==> src/rtl/keypad_pkg.sv <==
// Shared keypad types, dimensions and keymap helpers, also used by the display decoder.
package keypad_pkg;

  localparam int unsigned NUM_ROWS = 4;
  localparam int unsigned NUM_COLS = 4;
  localparam int unsigned ROW_W    = 2;
  localparam int unsigned COL_W    = 2;
  localparam int unsigned CODE_W   = 4;
  localparam int unsigned MAP_W    = NUM_ROWS * NUM_COLS * CODE_W;

  typedef enum logic {
    SCAN = 1'b0,
    HOLD = 1'b1
  } scan_state_t;

  // Entry {row,col} lives at bits [4*{row,col} +: 4]; rows read 123A / 456B / 789C / E0FD.
  localparam logic [MAP_W-1:0] KEYMAP = 64'hDF0E_C987_B654_A321;

  function automatic logic [CODE_W-1:0] keymap(input logic [ROW_W-1:0] row,
                                               input logic [COL_W-1:0] col);
    return KEYMAP[{row, col, 2'b00} +: CODE_W];
  endfunction

  function automatic logic [ROW_W-1:0] lowest_low_row(input logic [NUM_ROWS-1:0] row_s);
    logic [ROW_W-1:0] idx;
    idx = '0;
    for (int i = int'(NUM_ROWS) - 1; i >= 0; i--) begin
      if (!row_s[i]) idx = ROW_W'(i);
    end
    return idx;
  endfunction

  function automatic logic multi_low(input logic [NUM_ROWS-1:0] row_s);
    return $countones(~row_s) > 1;
  endfunction

endpackage

==> src/rtl/keypad_scanner_sync2.sv <==
// Two-flop synchronizer with all-ones reset, for pulled-up active-low inputs.
module sync2 #(
  parameter int unsigned WIDTH = 4
) (
  input  logic             clk,
  input  logic             reset,
  input  logic [WIDTH-1:0] d,
  output logic [WIDTH-1:0] q
);

  logic [WIDTH-1:0] meta_d, meta_q;
  logic [WIDTH-1:0] sync_d, sync_q;

  always_comb begin
    meta_d = d;
    sync_d = meta_q;
  end

  always_ff @(posedge clk) begin
    if (reset) begin
      meta_q <= '1;
      sync_q <= '1;
    end else begin
      meta_q <= meta_d;
      sync_q <= sync_d;
    end
  end

  assign q = sync_q;

endmodule

==> src/rtl/keypad_scanner.sv <==
// 4x4 keypad column scanner: locks onto a pressed key and holds its column until release.
// Optional macro KEYPAD_GHOST_REJECT_EN treats multiple low rows in a column as no key.
module keypad_scanner
  import keypad_pkg::*;
#(
  parameter int unsigned SCAN_DIV = 4800
) (
  input  logic                clk,
  input  logic                reset,
  input  logic [NUM_ROWS-1:0] row_n,
  output logic [NUM_COLS-1:0] col_n,
  output logic [CODE_W-1:0]   key_code,
  output logic                key_pressed
);

  localparam int unsigned CNT_W = 20;
  localparam logic [CNT_W-1:0] CNT_MAX = CNT_W'(SCAN_DIV - 1);

  if (SCAN_DIV < 4) begin : g_bad_scan_div
    $error("keypad_scanner: SCAN_DIV must be at least 4");
  end

  logic [NUM_ROWS-1:0] row_s;

  sync2 #(.WIDTH(NUM_ROWS)) u_row_sync (
    .clk   (clk),
    .reset (reset),
    .d     (row_n),
    .q     (row_s)
  );

  scan_state_t         state_d, state_q;
  logic [CNT_W-1:0]    cnt_d, cnt_q;
  logic [COL_W-1:0]    col_idx_d, col_idx_q;
  logic [ROW_W-1:0]    row_idx_d, row_idx_q;
  logic [NUM_COLS-1:0] col_n_d, col_n_q;
  logic [CODE_W-1:0]   key_code_d, key_code_q;
  logic                key_pressed_d, key_pressed_q;

  logic                dwell_end_c;
  logic                ghost_c;
  logic [ROW_W-1:0]    lock_row_c;

  // Next-state: sample rows only at the end of each column dwell.
  always_comb begin
    state_d       = state_q;
    col_idx_d     = col_idx_q;
    row_idx_d     = row_idx_q;
    key_code_d    = key_code_q;
    key_pressed_d = key_pressed_q;

    dwell_end_c = (cnt_q == CNT_MAX);
    cnt_d       = dwell_end_c ? '0 : cnt_q + 1'b1;
    lock_row_c  = lowest_low_row(row_s);
`ifdef KEYPAD_GHOST_REJECT_EN
    ghost_c     = multi_low(row_s);
`else
    ghost_c     = 1'b0;
`endif

    unique case (state_q)
      SCAN: begin
        if (dwell_end_c) begin
          if ((&row_s) || ghost_c) begin
            col_idx_d = col_idx_q + 1'b1;
          end else begin
            state_d       = HOLD;
            row_idx_d     = lock_row_c;
            key_code_d    = keymap(lock_row_c, col_idx_q);
            key_pressed_d = 1'b1;
          end
        end
      end
      HOLD: begin
        if (dwell_end_c && (row_s[row_idx_q] || ghost_c)) begin
          state_d       = SCAN;
          key_pressed_d = 1'b0;
          col_idx_d     = col_idx_q + 1'b1;
        end
      end
      default: state_d = SCAN;
    endcase

    col_n_d = ~(NUM_COLS'(1) << col_idx_d);
  end

  always_ff @(posedge clk) begin
    if (reset) begin
      state_q       <= SCAN;
      cnt_q         <= '0;
      col_idx_q     <= '0;
      row_idx_q     <= '0;
      col_n_q       <= 4'b1110;
      key_code_q    <= '0;
      key_pressed_q <= 1'b0;
    end else begin
      state_q       <= state_d;
      cnt_q         <= cnt_d;
      col_idx_q     <= col_idx_d;
      row_idx_q     <= row_idx_d;
      col_n_q       <= col_n_d;
      key_code_q    <= key_code_d;
      key_pressed_q <= key_pressed_d;
    end
  end

  assign col_n       = col_n_q;
  assign key_code    = key_code_q;
  assign key_pressed = key_pressed_q;

endmodule

==> config.mk <==
export PLATFORM = sky130hd
export DESIGN_NAME = keypad_scanner
export DESIGN_NICKNAME = d
export VERILOG_FILES = /design/src/rtl/keypad_pkg.sv /design/src/rtl/keypad_scanner_sync2.sv /design/src/rtl/keypad_scanner.sv
export SDC_FILE = /design/constraint.sdc
export NUM_CORES = 1
export LEC_CHECK = 0
export ABC_AREA = 1
export CORE_AREA = 3 3 81 83
export CTS_CLUSTER_DIAMETER = 60
export CTS_CLUSTER_SIZE = 8
export DETAILED_ROUTE_END_ITERATION = 10
export DIE_AREA = 0 0 84 86
export PLACE_DENSITY = 0.59
export SLEW_MARGIN = 40
export SYNTH_ARGS = -nofsm -noshare
export SYNTH_HDL_FRONTEND = slang
export SYNTH_SLANG_ARGS = --single-unit
==> constraint.sdc <==
create_clock -name clk -period 2.98 [get_ports clk]
set_input_delay 0.596 -clock clk [delete_from_list [all_inputs] [get_ports clk]]
set_output_delay 0.596 -clock clk [all_outputs]
set_load 0.005 [all_outputs]
== Word-level counts from Yosys, hierarchy flattened ==
Index checks and enable logic that the tools add are counted.

* Bits in registers: 42

* Add/sub/neg operators: 2
* Order comparisons: 1
* Equal/unequal tests: 4
* Shift-type cells: 2
* Multiplexer cells: 18
* Bitwise logic cells: 3
* Reductions and logical operators: 5

{| class="wikitable"
|+ Operator list
! kind !! number
|-
| 64-bit by 7-bit variable part select with 4-bit output, first input constant || 1
|-
| 20-bit by 1-bit adder with 20-bit output, second input constant || 1
|-
| 20-bit by 13-bit == test with 1-bit output, second input constant || 1
|-
| 2-bit two-way mux || 7
|-
| 1-bit two-way mux || 7
|-
| 3-bit AND reduction || 2
|-
| 2-bit inequality test, second input constant || 2
|-
| 4-bit inverter || 1
|-
| 1-bit case mux with 2 select lines || 2
|-
| 2-bit case mux with 2 select lines || 1
|-
| 4-bit AND reduction || 1
|-
| 1-bit by 2-bit << shifter with 4-bit output, first input constant || 1
|-
| 2-bit by 3-bit less-than comparator with 1-bit output, second input constant || 1
|-
| 2-bit by 1-bit adder with 2-bit output, second input constant || 1
|-
| 1-bit binary-select mux with 2-bit select || 1
|-
| 2-bit by 1-bit inequality test with 1-bit output, second input constant || 1
|-
| 1-bit inverter || 2
|-
| 2-bit OR reduction || 1
|-
| 1-bit logical AND || 1
|}

== Depth between registers and ports, before layout ==
* Depth after elaboration: 7
* Depth in mapped cells: 11
* Depth with buffers taken out: 11

== Hierarchy ==
A second synthesis with hierarchy kept.

* Cell total of the unflattened synthesis: 289
* Area total of the unflattened synthesis: 2094.5 µm²

{| class="wikitable"
|+ By module, submodules not included
! module !! instances !! cells each !! area an instance (µm²) !! sequential area each (µm²)
|-
| keypad_scanner || 1 || 264 || 1870.5 || 680.7
|-
| sync2 || 1 || 25 || 224.0 || 160.2
|}

== Worst setup path before layout ==
No wires, ideal clock.

* Kind: register to register
* Start: register cnt_q[0]
* End: register col_n_q[0] (netlist: col_n[0])
* Library setup time: 0.117 ns
* Data arrival time: 1.371 ns
* Required time: 2.863 ns
* Setup slack: 1.493 ns
* Stages on the path, launching flop included: 11
* Path buffers: 0
* Clock period less this slack: 1.487 ns
* Cells stage by stage: dfxtp_1 > ha_1 > nand3_4 > clkinv_4 > nand2_4 > nor2_8 > nand3_4 > nand2_1 > nand3_1 > nand3_1 > nand2_1

* Word-level cells in the longest chain between the ends: 6

{| class="wikitable"
|+ Ends and longest elaborated chain
! what !! RTL line !! source
|-
| start: declaration || keypad_scanner.sv:33 || <nowiki>logic [CNT_W-1:0] cnt_d, cnt_q;</nowiki>
|-
| start signal: assignment || keypad_scanner.sv:98 || <nowiki>cnt_q <= cnt_d;</nowiki>
|-
| 20-bit by 13-bit == test with 1-bit output * || keypad_scanner.sv:52 || <nowiki>dwell_end_c = (cnt_q == CNT_MAX);</nowiki>
|-
| 1-bit logical AND || keypad_scanner.sv:75 || <nowiki>if (dwell_end_c && (row_s[row_idx_q] || ghost_c)) begin</nowiki>
|-
| 2-bit two-way mux || keypad_scanner.sv:75 ||
|-
| 2-bit case mux with 2 select lines * || keypad_scanner.sv:61 || <nowiki>unique case (state_q)</nowiki>
|-
| 1-bit by 2-bit << shifter with 4-bit output * || keypad_scanner.sv:84 || <nowiki>col_n_d = ~(NUM_COLS'(1) << col_idx_d);</nowiki>
|-
| 4-bit inverter * || keypad_scanner.sv:84 ||
|-
| end signal: assignment || keypad_scanner.sv:101 || <nowiki>col_n_q <= col_n_d;</nowiki>
|-
| end: declaration || keypad_scanner.sv:36 || <nowiki>logic [NUM_COLS-1:0] col_n_d, col_n_q;</nowiki>
|}

Mark *: on every way between the ends. The rest lies on a longest branch, timed or not.
A chain may end at the register's enable or synchronous reset.

== Final worst setup path ==
* Start: input port reset
* End: register cnt_q[12]

* Word-level cells in the longest chain between the ends: 1

{| class="wikitable"
|+ Ends and longest elaborated chain
! what !! RTL line !! source
|-
| start: declaration || keypad_scanner.sv:9 || <nowiki>input logic reset,</nowiki>
|-
| 2-bit OR reduction (no source line) || - ||
|}

No other way between the ends.

==> flow_summary.yaml <==
status:
  outcome: "completed"
logic_synthesis:
  ys_seq_area_frac: 0.369
  synth-seq-cells: 42
  yosysWarnings: 0
  syn_avg_cell_area_um2: 7.33
  synth_area_leader_cell: "dfxtp_1"
  synth_area_leaders: "dfxtp_1 (37%), nand2_1 (11%), nor2_1 (6.3%)"
  synth_top_cell_area_share: 0.369
  netlist-cell-type-count: 39
  synthesis.area_um2: 2280
  synthesis.nets: 323
  postSynthCellCount: 311
sta:
  tightest_slew_ps: 542
  setup-tns-final_ps: 0
  rsz0062_at_grt: "false"
  fin_skew_ps: 6.74
  max_freq_mhz: 548
  post-route-period-util: 0.612
  setup_viol: 0
  report.final.slew_viol_count: 0
  period_needed_ps: 1820
  hold_viol_final: 0
  maxSlewHeadroom: 0.638
clock_network:
  clockBufferDepth: 2
  cts_setup_buffers: 0
  htreeDepth: 2
  tritoncts: "built"
  ctsResizeCount: 0
  worst_skew_pair.late_latency_ps: 300
  cts_buffers: 5
  clk_pin_slew_worst_paths_ps: 80
  ctsHoldBuffers: 0
  clock_sinks: 42
  clockRootBuffer: "clkbuf_8"
final_layout:
  nNetsFinal: 342
  n_antenna_cell: 0
  area_growth_pct: 14.6
  regArea_um2: 841
  fillCellCount: 600
  multi_input_area_um2: 1260
  layout-drive-gt1-share: 0.151
  final_cells: 406
worst_setup_path:
  crit_family: "buffers and inverters"
  arrival_ps: 2020
  slowest_delay_ps: 450
  critPathLaunchType: "input pin"
  cp_slowest_cell: "clkdlybuf4s50_1"
  worst-path-buf-inv: 3
  path_class: "input pin to register"
  cp_cell_sequence: "clkdlybuf4s50_1, buf_4, clkinv_1, nand2_4, o21bai_1, a21oi_1"
  crit_required_ps: 3180
  critPathMaxFanout: 19
  endpoint_kind: "register"
global_route:
  grt_pass1_wl_um: 8040
  grt_pass1_vias: 1761
  grt-ovfl-total: 0
  antenna_found_initial: 0
  grt_use_total: 0.137
  grt_max_degree: 20
power_and_ir_drop:
  max-vdd-ir-drop_mv: 0.197
  power_frac_comb: 0.050
  p_leak_nw: 1.07
  power.density_nw_per_um2: 416
  power.total_w: 0.00109
  switching_share: 0.227
  power.clock.fraction: 0.421
  intPower_w: 0.000840
  seqPwrFrac: 0.529
  netSwitchingPower_w: 0.000246
die:
  dieArea_um2: 7220
  pin_count: 15
  row_count: 28
  core_um2: 5920
  chipHeight_um: 86
  start_util: 0.385
  die_w_um: 84
min_path:
  hp-class: "register to register"
routing:
  ant_nets: 0
  finalWirelength_um: 4620
  drc: 0
  drt_pass1_iterations: 4
  post_drt_wl_per_cell_um: 11.4
  via_per_inst: 4.72
  vias: 1918
  drt_iter0_drc: 123
placement:
  dp_cells: 398
  io_buffers: 14
  routabilityCongestion: 0.789
  place_hpwl_um: 3380
run:
  maxCapViolCount: 0
synthesized netlist by cell type:
cell,number
nand2_1,65
dfxtp_1,42
nor2_1,38
inv_1,31
nand3_1,24
a21oi_1,19
nand4_1,10
o21ai_0,10
or2_2,9
inv_2,7
ha_1,6
nor3_1,6
xor2_1,6
nand3_4,4
nand2_2,3
nor2_2,3
nor2_4,3
nand2_4,2
nand3_2,2
nor3b_1,2
a21oi_2,1
and3_1,1
buf_4,1
buf_6,1
clkbuf_1,1
clkinv_1,1
clkinv_2,1
clkinv_4,1
nand4_2,1
nor2_8,1
nor3_2,1
nor3_4,1
nor4_1,1
o211ai_1,1
o211ai_2,1
o21a_1,1
o21ai_1,1
o21bai_1,1
xnor2_1,1
layer usage:
metal	vias up	share of wire	global-route usage
met5	-	0	0
met4	0	0.016	0.0614
met3	6	0.033	0.0288
met2	29	0.43	0.210
met1	840	0.52	0.186
li1	1043	-	-
worst reg2reg max path: stages (launching register included):
cell and delay, ps:
dfxtp_1 550, inv_1 190, ha_1 400, nor2_1 70
nor2_1 80, nand3_1 90, nand2_1 80, nand2_1 40
nand2_1 80, nand3_1 70
cell usage in the layout, fill, tap and decap left out, types with 2 or more instances in the layout:
cell,count
ha_1,6
nor2_4,3
or2_2,9
nand2_4,2
nand2_2,3
nor2_1,38
dfxtp_1,42
inv_2,7
o21ai_0,10
a21oi_1,19
nand4_1,10
clkdlybuf4s50_1,14
nand2_1,65
clkinvlp_4,2
nand3_4,4
xor2_1,6
inv_1,31
nand3_1,24
nor3b_1,2
nand3_2,2
nor3_1,6
nor2_2,3
clkbuf_8,5
layout make-up:
cell class                      count  share of cell area
Multi-Input combinational cell    225               0.481
Sequential cell                    42               0.322
Timing Repair Buffer               15              0.0565
Clock buffer                        5              0.0263
Inverter                           41              0.0613
Clock inverter                      3              0.0172
Tap cell                           75              0.0359
power groups by stage:
stage	clock, W	sequential (W)	combinational [W]
3_3_place_gp	0	0.000587	0.0000540
3_5_place_dp	0	0.000588	0.0000547
2_1_floorplan	0	0.000587	0.0000398
6_report	0.000458	0.000574	0.0000543
5_1_grt	0.000491	0.000576	0.0000626
4_1_cts	0.000469	0.000574	0.0000548
kinds of logic (layout without fill, tap and decap cells):
group	after synthesis	in the layout	share of synthesized area
AO/OA/AOI/OAI	35	35	0.0851
XOR/XNOR	7	7	0.0269
AND/OR/NAND/NOR	177	177	0.406
flip-flops	42	42	0.369
buffers and inverters	44	64	0.0801
adder cells (fa/ha/maj)	6	6	0.0329
through the flow:
stage / hold WS [ps] / cell area, um2 / worst slack (ps) / util
2_1_floorplan: 389 / 2280 / 1490 / -
3_3_place_gp: 395 / 2500 / 844 / 0.422
3_5_place_dp: 393 / 2500 / 798 / 0.422
4_1_cts: 415 / 2610 / 1130 / 0.441
5_1_grt: 428 / 2610 / 1010 / 0.441
6_report: 413 / 2610 / 1160 / 0.441
path summary, 6_finish.rpt:
check,from,cells after the start,end,slack [ps]
setup / recovery,reset,6,cnt_q[12]$_SDFF_PP0_,1160
hold / removal,u_row_sync.meta_q[0]$_SDFF_PP1_,1,u_row_sync.q[0]$_SDFF_PP1_,410
setup reg to reg,col_idx_q[0]$_SDFF_PP0_,9,col_n[2]$_SDFF_PP1_,1210
hold reg to reg,u_row_sync.meta_q[0]$_SDFF_PP1_,1,u_row_sync.q[0]$_SDFF_PP1_,410
sequential cells by signal, summed over array words and instances, names as in the netlist:
name and flops:
cnt_q 20, col_n 4, key_code 4, u_row_sync.meta_q 4
u_row_sync.q 4, col_idx_q 2, row_idx_q 2, key_pressed 1
state_q 1
Power figures use the tool's default switching activity.
